### config.mk
export PLATFORM = sky130hd
export DESIGN_NAME = mult_div_unit_flat
export DESIGN_NICKNAME = d
export VERILOG_FILES = /design/src/rtl/mult_div_unit_if.sv /design/src/rtl/mult_div_unit.sv /design/src/flat_wrapper.sv
export SDC_FILE = /design/constraint.sdc
export NUM_CORES = 1
export LEC_CHECK = 0
export ABC_AREA = 1
export CAP_MARGIN = 20
export CORE_MARGIN = 4
export CORE_UTILIZATION = 30
export CTS_CLUSTER_SIZE = 20
export DETAILED_ROUTE_END_ITERATION = 8
export GPL_TIMING_DRIVEN = 0
export HOLD_SLACK_MARGIN = 0.12
export SKIP_CTS_REPAIR_TIMING = 1
export SYNTH_ARGS = -nofsm -noshare
export SYNTH_HDL_FRONTEND = slang
export SYNTH_SLANG_ARGS = --single-unit
### constraint.sdc
create_clock -name clk -period 2.2 [get_ports clk]
set_input_delay 0.44 -clock clk [delete_from_list [all_inputs] [get_ports clk]]
set_output_delay 0.44 -clock clk [all_outputs]
set_load 0.05 [all_outputs]
### src/rtl/mult_div_unit_if.sv
// -----------------------------------------------------------------------------
// mult_div_unit_if
// Bundles the request, move-to and result signals of the multiply/divide unit.
//
//   start    launch an operation (honoured only while busy = 0)
//   op       00 MULT, 01 MULTU, 10 DIV, 11 DIVU (sampled with start)
//   rs_data  multiplicand / dividend (register-file read_data1)
//   rt_data  multiplier / divisor    (register-file read_data2)
//   wr_hi    MTHI strobe
//   wr_lo    MTLO strobe
//   wr_data  data for MTHI/MTLO
//   busy     operation in progress
//   done     one-cycle completion pulse
//   div_zero one-cycle pulse with done when the divisor was zero
//   hi, lo   HI/LO registers
//
// master: the control unit / register-file side.
// slave : the multiply/divide unit.
// -----------------------------------------------------------------------------
interface mult_div_unit_if #(
  parameter int DATA_W = 32
);
  logic              start;
  logic [1:0]        op;
  logic [DATA_W-1:0] rs_data;
  logic [DATA_W-1:0] rt_data;
  logic              wr_hi;
  logic              wr_lo;
  logic [DATA_W-1:0] wr_data;
  logic              busy;
  logic              done;
  logic              div_zero;
  logic [DATA_W-1:0] hi;
  logic [DATA_W-1:0] lo;

  modport master (
    output start, op, rs_data, rt_data, wr_hi, wr_lo, wr_data,
    input  busy, done, div_zero, hi, lo
  );

  modport slave (
    input  start, op, rs_data, rt_data, wr_hi, wr_lo, wr_data,
    output busy, done, div_zero, hi, lo
  );
endinterface

### src/rtl/mult_div_unit.sv
// -----------------------------------------------------------------------------
// mult_div_unit
// Iterative radix-2 multiply/divide unit with private HI/LO registers.
// Multiply is shift-add on a 64-bit accumulator; divide is restoring, one
// quotient bit per cycle. Signed operations work on magnitudes and fix the
// signs in a final FIX cycle. Normal latency is 34 cycles (done follows the
// 33rd edge after the start edge); divide by zero finishes one edge after
// start and leaves HI/LO untouched.
//
// Ports:
//   clk    rising-edge clock
//   rst_n  asynchronous active-low reset (aborts any operation, clears HI/LO)
//   bus    mult_div_unit_if.slave: start/op/rs_data/rt_data request,
//          wr_hi/wr_lo/wr_data move-to strobes, busy/done/div_zero/hi/lo
//
// Optional build macro:
//   MDU_EARLY_TERM_EN  multiply leaves RUN as soon as the remaining shifted
//                      multiplier magnitude is zero (after at least one step).
//                      Divide timing and all results are unaffected.
// -----------------------------------------------------------------------------
module mult_div_unit #(
  parameter int DATA_W = 32
) (
  input  logic                 clk,
  input  logic                 rst_n,
  mult_div_unit_if.slave       bus
);

  localparam int CNT_W = $clog2(DATA_W);
  localparam logic [CNT_W-1:0] CNT_LAST = CNT_W'(DATA_W - 1);

  typedef enum logic [1:0] {
    IDLE  = 2'd0,
    RUN   = 2'd1,
    FIX   = 2'd2,
    ZDONE = 2'd3
  } state_t;

  state_t state_reg, state_next;

  // Operation context captured at start
  logic                  is_div_reg;
  logic                  neg_q_reg;     // product / quotient must be negated
  logic                  neg_r_reg;     // remainder must be negated (dividend sign)
  logic [CNT_W-1:0]      cnt_reg;

  // Datapath. For multiply acc_reg is the product accumulator; for divide the
  // upper half is the partial remainder and the lower half shifts the dividend
  // out while the quotient bits shift in.
  logic [2*DATA_W-1:0]   acc_reg;
  logic [2*DATA_W-1:0]   mcand_reg;     // multiplicand magnitude, shifted left each step
  logic [DATA_W:0]       mplier_reg;    // multiplier magnitude, shifted right each step
  logic [DATA_W-1:0]     dvsr_reg;      // divisor magnitude

  logic [DATA_W-1:0]     hi_reg;
  logic [DATA_W-1:0]     lo_reg;
  logic                  done_reg;
  logic                  div_zero_reg;

  // ---------------------------------------------------------------------------
  // Operand decode. Magnitudes are formed in DATA_W+1 bits so that the most
  // negative value maps to +2^(DATA_W-1) without overflow.
  // ---------------------------------------------------------------------------
  logic              op_signed;
  logic              op_div;
  logic              sign_a;
  logic              sign_b;
  logic [DATA_W:0]   ext_a;
  logic [DATA_W:0]   ext_b;
  logic [DATA_W:0]   a_mag;
  logic [DATA_W:0]   b_mag;

  always_comb begin
    op_signed = ~bus.op[0];
    op_div    = bus.op[1];
    sign_a    = op_signed & bus.rs_data[DATA_W-1];
    sign_b    = op_signed & bus.rt_data[DATA_W-1];
    ext_a     = {sign_a, bus.rs_data};
    ext_b     = {sign_b, bus.rt_data};
    a_mag     = sign_a ? -ext_a : ext_a;
    b_mag     = sign_b ? -ext_b : ext_b;
  end

  // ---------------------------------------------------------------------------
  // One iteration step
  // ---------------------------------------------------------------------------
  logic [2*DATA_W-1:0]   mul_acc_next;
  logic [DATA_W:0]       mplier_next;
  logic [DATA_W:0]       rem_shift;
  logic                  rem_ge;
  logic [DATA_W-1:0]     rem_diff;
  logic [2*DATA_W-1:0]   div_acc_next;
  logic                  last_step;

  always_comb begin
    // Multiply: add the shifted multiplicand when the current multiplier bit is set
    mul_acc_next = mplier_reg[0] ? (acc_reg + mcand_reg) : acc_reg;
    mplier_next  = mplier_reg >> 1;

    // Divide: bring down the next dividend bit, subtract if it fits.
    // When rem_ge holds the difference is below the divisor, so the low
    // DATA_W bits of the subtraction are the complete new remainder.
    rem_shift    = {acc_reg[2*DATA_W-1:DATA_W], acc_reg[DATA_W-1]};
    rem_ge       = (rem_shift >= {1'b0, dvsr_reg});
    rem_diff     = rem_shift[DATA_W-1:0] - dvsr_reg;
    div_acc_next = {(rem_ge ? rem_diff : rem_shift[DATA_W-1:0]),
                    acc_reg[DATA_W-2:0], rem_ge};

`ifdef MDU_EARLY_TERM_EN
    last_step = (cnt_reg == CNT_LAST) || (!is_div_reg && (mplier_next == '0));
`else
    last_step = (cnt_reg == CNT_LAST);
`endif
  end

  // ---------------------------------------------------------------------------
  // Sign correction applied in FIX
  // ---------------------------------------------------------------------------
  logic [2*DATA_W-1:0]   prod_fix;
  logic [DATA_W-1:0]     quot_fix;
  logic [DATA_W-1:0]     rem_fix;

  always_comb begin
    prod_fix = neg_q_reg ? -acc_reg : acc_reg;
    quot_fix = neg_q_reg ? -acc_reg[DATA_W-1:0] : acc_reg[DATA_W-1:0];
    rem_fix  = neg_r_reg ? -acc_reg[2*DATA_W-1:DATA_W] : acc_reg[2*DATA_W-1:DATA_W];
  end

  // ---------------------------------------------------------------------------
  // FSM: state register
  // ---------------------------------------------------------------------------
  always_ff @(posedge clk or negedge rst_n) begin
    if (!rst_n) begin
      state_reg <= IDLE;
    end else begin
      state_reg <= state_next;
    end
  end

  // FSM: next state
  always_comb begin
    state_next = state_reg;
    case (state_reg)
      IDLE: begin
        if (bus.start) begin
          if (op_div && (bus.rt_data == '0)) begin
            state_next = ZDONE;
          end else begin
            state_next = RUN;
          end
        end
      end
      RUN: begin
        if (last_step) begin
          state_next = FIX;
        end
      end
      FIX:     state_next = IDLE;
      ZDONE:   state_next = IDLE;
      default: state_next = IDLE;
    endcase
  end

  // ---------------------------------------------------------------------------
  // Datapath and result registers
  // ---------------------------------------------------------------------------
  always_ff @(posedge clk or negedge rst_n) begin
    if (!rst_n) begin
      is_div_reg   <= 1'b0;
      neg_q_reg    <= 1'b0;
      neg_r_reg    <= 1'b0;
      cnt_reg      <= '0;
      acc_reg      <= '0;
      mcand_reg    <= '0;
      mplier_reg   <= '0;
      dvsr_reg     <= '0;
      hi_reg       <= '0;
      lo_reg       <= '0;
      done_reg     <= 1'b0;
      div_zero_reg <= 1'b0;
    end else begin
      done_reg     <= (state_reg == FIX) || (state_reg == ZDONE);
      div_zero_reg <= (state_reg == ZDONE);

      case (state_reg)
        IDLE: begin
          // Move-to writes land first; a result started in the same cycle
          // overwrites them later in FIX.
          if (bus.wr_hi) begin
            hi_reg <= bus.wr_data;
          end
          if (bus.wr_lo) begin
            lo_reg <= bus.wr_data;
          end
          if (bus.start) begin
            is_div_reg <= op_div;
            neg_q_reg  <= sign_a ^ sign_b;
            neg_r_reg  <= sign_a;
            cnt_reg    <= '0;
            if (op_div) begin
              acc_reg    <= {{DATA_W{1'b0}}, a_mag[DATA_W-1:0]};
              dvsr_reg   <= b_mag[DATA_W-1:0];
              mcand_reg  <= '0;
              mplier_reg <= '0;
            end else begin
              acc_reg    <= '0;
              mcand_reg  <= {{(DATA_W-1){1'b0}}, a_mag};
              mplier_reg <= b_mag;
              dvsr_reg   <= '0;
            end
          end
        end

        RUN: begin
          cnt_reg <= cnt_reg + 1'b1;
          if (is_div_reg) begin
            acc_reg <= div_acc_next;
          end else begin
            acc_reg    <= mul_acc_next;
            mcand_reg  <= mcand_reg << 1;
            mplier_reg <= mplier_next;
          end
        end

        FIX: begin
          cnt_reg <= '0;
          if (is_div_reg) begin
            hi_reg <= rem_fix;
            lo_reg <= quot_fix;
          end else begin
            hi_reg <= prod_fix[2*DATA_W-1:DATA_W];
            lo_reg <= prod_fix[DATA_W-1:0];
          end
        end

        default: begin
          // ZDONE: HI/LO are left as they were
          cnt_reg <= '0;
        end
      endcase
    end
  end

  assign bus.busy     = (state_reg != IDLE);
  assign bus.done     = done_reg;
  assign bus.div_zero = div_zero_reg;
  assign bus.hi       = hi_reg;
  assign bus.lo       = lo_reg;

endmodule

### src/flat_wrapper.sv
// flat-port wrapper written by rule: the top's interface ports become plain ports
module mult_div_unit_flat 
#(
  parameter int DATA_W = 32
)
  (clk, rst_n, bus_start, bus_op, bus_rs_data, bus_rt_data, bus_wr_hi, bus_wr_lo, bus_wr_data, bus_busy, bus_done, bus_div_zero, bus_hi, bus_lo);
  mult_div_unit_if #(.DATA_W(DATA_W)) bus_i ();
  input  logic clk;
  input  logic rst_n;
  input wire logic [$bits(bus_i.start)-1:0] bus_start;
  input wire logic [$bits(bus_i.op)-1:0] bus_op;
  input wire logic [$bits(bus_i.rs_data)-1:0] bus_rs_data;
  input wire logic [$bits(bus_i.rt_data)-1:0] bus_rt_data;
  input wire logic [$bits(bus_i.wr_hi)-1:0] bus_wr_hi;
  input wire logic [$bits(bus_i.wr_lo)-1:0] bus_wr_lo;
  input wire logic [$bits(bus_i.wr_data)-1:0] bus_wr_data;
  output wire logic [$bits(bus_i.busy)-1:0] bus_busy;
  output wire logic [$bits(bus_i.done)-1:0] bus_done;
  output wire logic [$bits(bus_i.div_zero)-1:0] bus_div_zero;
  output wire logic [$bits(bus_i.hi)-1:0] bus_hi;
  output wire logic [$bits(bus_i.lo)-1:0] bus_lo;
  assign bus_i.start = bus_start;
  assign bus_i.op = bus_op;
  assign bus_i.rs_data = bus_rs_data;
  assign bus_i.rt_data = bus_rt_data;
  assign bus_i.wr_hi = bus_wr_hi;
  assign bus_i.wr_lo = bus_wr_lo;
  assign bus_i.wr_data = bus_wr_data;
  assign bus_busy = bus_i.busy;
  assign bus_done = bus_i.done;
  assign bus_div_zero = bus_i.div_zero;
  assign bus_hi = bus_i.hi;
  assign bus_lo = bus_i.lo;
  mult_div_unit #(.DATA_W(DATA_W)) u_core (.clk(clk), .rst_n(rst_n), .bus(bus_i));
endmodule
==> results.ini <==
[run_status]
status = finished, violations left
violations = negative hold slack, negative setup slack

[clocking]
clk_latency_ns = 0.59
cts.sinks = 269
clock_path_buffers = 3
cts-root-buf = clkbuf_16
clkTransAtPathRegs_ns = 0.06
cts_tree = yes
cts_made_buffers = 37
cts_max_level = 2

[worst_setup_path]
reg2reg_slack_ns = -0.18
endpoint_kind = flip-flop
cpMostUsedCell = nand2_2
slowest_stage = dfrtp_2
crit_buf_inv = 1
critPathRequiredTime_ns = 2.64
cp-start-kind = flip-flop
cp_max_fo = 7
crit_family = simple AND/OR/NAND/NOR gates
cpPeakStageDelay_ns = 0.52
crit_type = flip-flop to flip-flop
cp_cell_sequence = ha_4, nand2_2, nand2_2, nand2_2, nand2_4, a21oi_4, nor2_4, nor2_8, nand2_8, buf_12, nand2_4, nand3_4, nand3_2, o21ai_1
cp.arrival_ns = 2.83

[yosys]
synth_edf_count = 0
synthTopCellsByCount = nand2_1, inv_1, nor2_1, nand3_1, a21oi_1
ys_seq_area_share_pct = 26.78
ys_ff_latch = 269
async_flop_share_pct = 100.0
synth.top_cell.area_share_pct = 26.78
synth_top_flop_cell = dfrtp_1
ys_types = 49
synth.avg_cell_area_um2 = 5.901
yosys-top-cells-area = dfrtp_1, nand2_1, inv_1
ys_warn_count = 0
yosys.area.top_type = dfrtp_1
synth_fp_nets = 4465
synthCells = 4259
synth_area_mm2 = 0.02513
synthMostInstantiatedCell = nand2_1

[floorplan]
ioPinCount = 170
chipHeight_um = 297.4
start_util_pct = 30.46
fp.dieW_um = 297.4
placementRows = 105
die_area_mm2 = 0.08847
core-area_mm2 = 0.08250

[place]
place_area_mm2 = 0.02823
port_buffers = 169
dp_hpwl_mm = 91.43
dp_cells = 5501
gp_congestion = 1.027

[sta]
finalHoldViolCount = 76
hold_slack_ns = -0.07212
slew_violations = 0
worst_slew_pin_slew_ns = 0.9039
rsz0062_at_grt = yes
fin_crit_ns = 2.385
max_clock_freq_mhz = 419.4
finalCritPeriodShare_pct = 108.4
relSlewSlack_pct = 39.74
setup_violations = 39
fin_skew_ns = 0.04071
setup_ws_ns = -0.1846

[pwr]
power_density_mw_per_mm2 = 1916
p_leak_nw = 16.95
ir_drop_uv = 909.6

[routing]
ant_nets = 0
top_layer = met4
drc_errors = 0
viasPerCell = 5.166
drtPass1Iterations = 7
met1_length_mm = 49.63
drt-total-wl_mm = 114.7
drt_iter0_drc = 2641
met2WireLength_mm = 52.67
vias = 29490
post_drt_wl_per_cell_um = 20.10
dr_wl_met3_mm = 8.010

[global_routing]
grt_pass1_wl_mm = 163.5
overflow = 0
grt_usage_pct = 24.03
grt_pass1_vias = 26760
grt_max_degree = 103
antenna_found_initial = 0

[finish]
fin_nets = 4816
fin_area_mm2 = 0.03488
syn_to_final_growth_pct = 38.81
fill_cells = 8594
finalNonFillerCells = 5708
drive_above_1_share_pct = 22.79
n_antenna_cell = 0

[flow_run]
max-cap-violations = 0

[hold_path]
hold_class = input pin to async pin

metal layers:
metal / vias to the layer above / GRT usage [%]
li1: 14230 / -
met1: 13840 / 32.53
met2: 1189 / 39.51
met3: 227 / 2.978
met4: 0 / 8.539
met5: - / 0
path summary, 6_finish.rpt:
path / cells past startpoint / startpoint / endpoint
max in group asynchronous: 3 / rst_n / u_core.acc_reg[32]$_DFFE_PN0P_
min reg2reg: 2 / u_core.mplier_reg[6]$_DFFE_PN0P_ / u_core.mplier_reg[6]$_DFFE_PN0P_
min in group clk: 3 / bus_rt_data[0] / u_core.dvsr_reg[0]$_DFFE_PN0P_
min: 1 / rst_n / u_core.bus.lo[8]$_DFFE_PN0P_
max reg2reg: 14 / u_core.acc_reg[49]$_DFFE_PN0P_ / u_core.acc_reg[40]$_DFFE_PN0P_
max: 14 / u_core.acc_reg[49]$_DFFE_PN0P_ / u_core.acc_reg[40]$_DFFE_PN0P_
placed cells by master (no fill, tap or decap), types with 41 or more instances in the layout:
cell	n
dfrtp_1	183
clkbuf_16	41
nor2_2	65
a21oi_1	253
xor2_1	62
ha_4	85
nor2_4	59
nor2_1	333
dlymetal6s2s_1	56
dfrtp_2	85
clkdlybuf4s50_1	111
o21ai_0	123
a21oi_2	52
nand3_1	312
nand2_4	60
nand2_1	1189
buf_4	125
clkbuf_1	42
inv_1	672
nand2_2	124
nand4_1	42
nand3_2	95
report_power, final:
group	total [mW]	leakage (nW)	internal [mW]	switching (mW)
Sequential	10.3	3.21	7.41	2.86
Combinational	50.0	13.1	18.0	32.0
Clock	6.57	0.622	3.95	2.62
stage by stage:
stage	hold slack (ns)	utilization (%)	setup TNS [ns]	worst slack (ns)	total power, mW
after global routing	-0.004377	42.28	-7.328	-0.2523	71.07
after floorplan	0.1444	-	0	0.1418	33.84
final	-0.07212	42.28	-4.052	-0.1846	66.84
after detailed placement	0.4704	34.22	-95.49	-1.096	46.44
after global placement	0.4675	34.13	-3255.74	-11.76	46.23
after CTS	-0.05676	35.79	-49.13	-0.7475	53.18
layout make-up:
type,count,area (um^2),area share (%)
inverter,714,2730,7.826
tap,1070,1339,3.838
buffer,125,721.9,2.070
clock inverter,18,255.2,0.7317
timing repair buffer,310,3123,8.952
sequential,269,6842,19.61
multi-input combinational,3152,18830,53.97
clock buffer,49,1041,2.984
timing repair inverter,1,7.507,0.02152
kinds of logic (layout without fill, tap and decap cells):
kind of cell,count (synthesis),after routing,synth area share (%)
AND/OR/NAND/NOR,2378,2379,39.41
XOR/XNOR,80,80,2.788
AO/OA/AOI/OAI,590,590,12.81
buffers and inverters,839,1217,13.01
adder cells (fa/ha/maj),103,103,5.188
flip-flops,269,269,26.78
No activity file was read; power rests on OpenSTA's default activity.
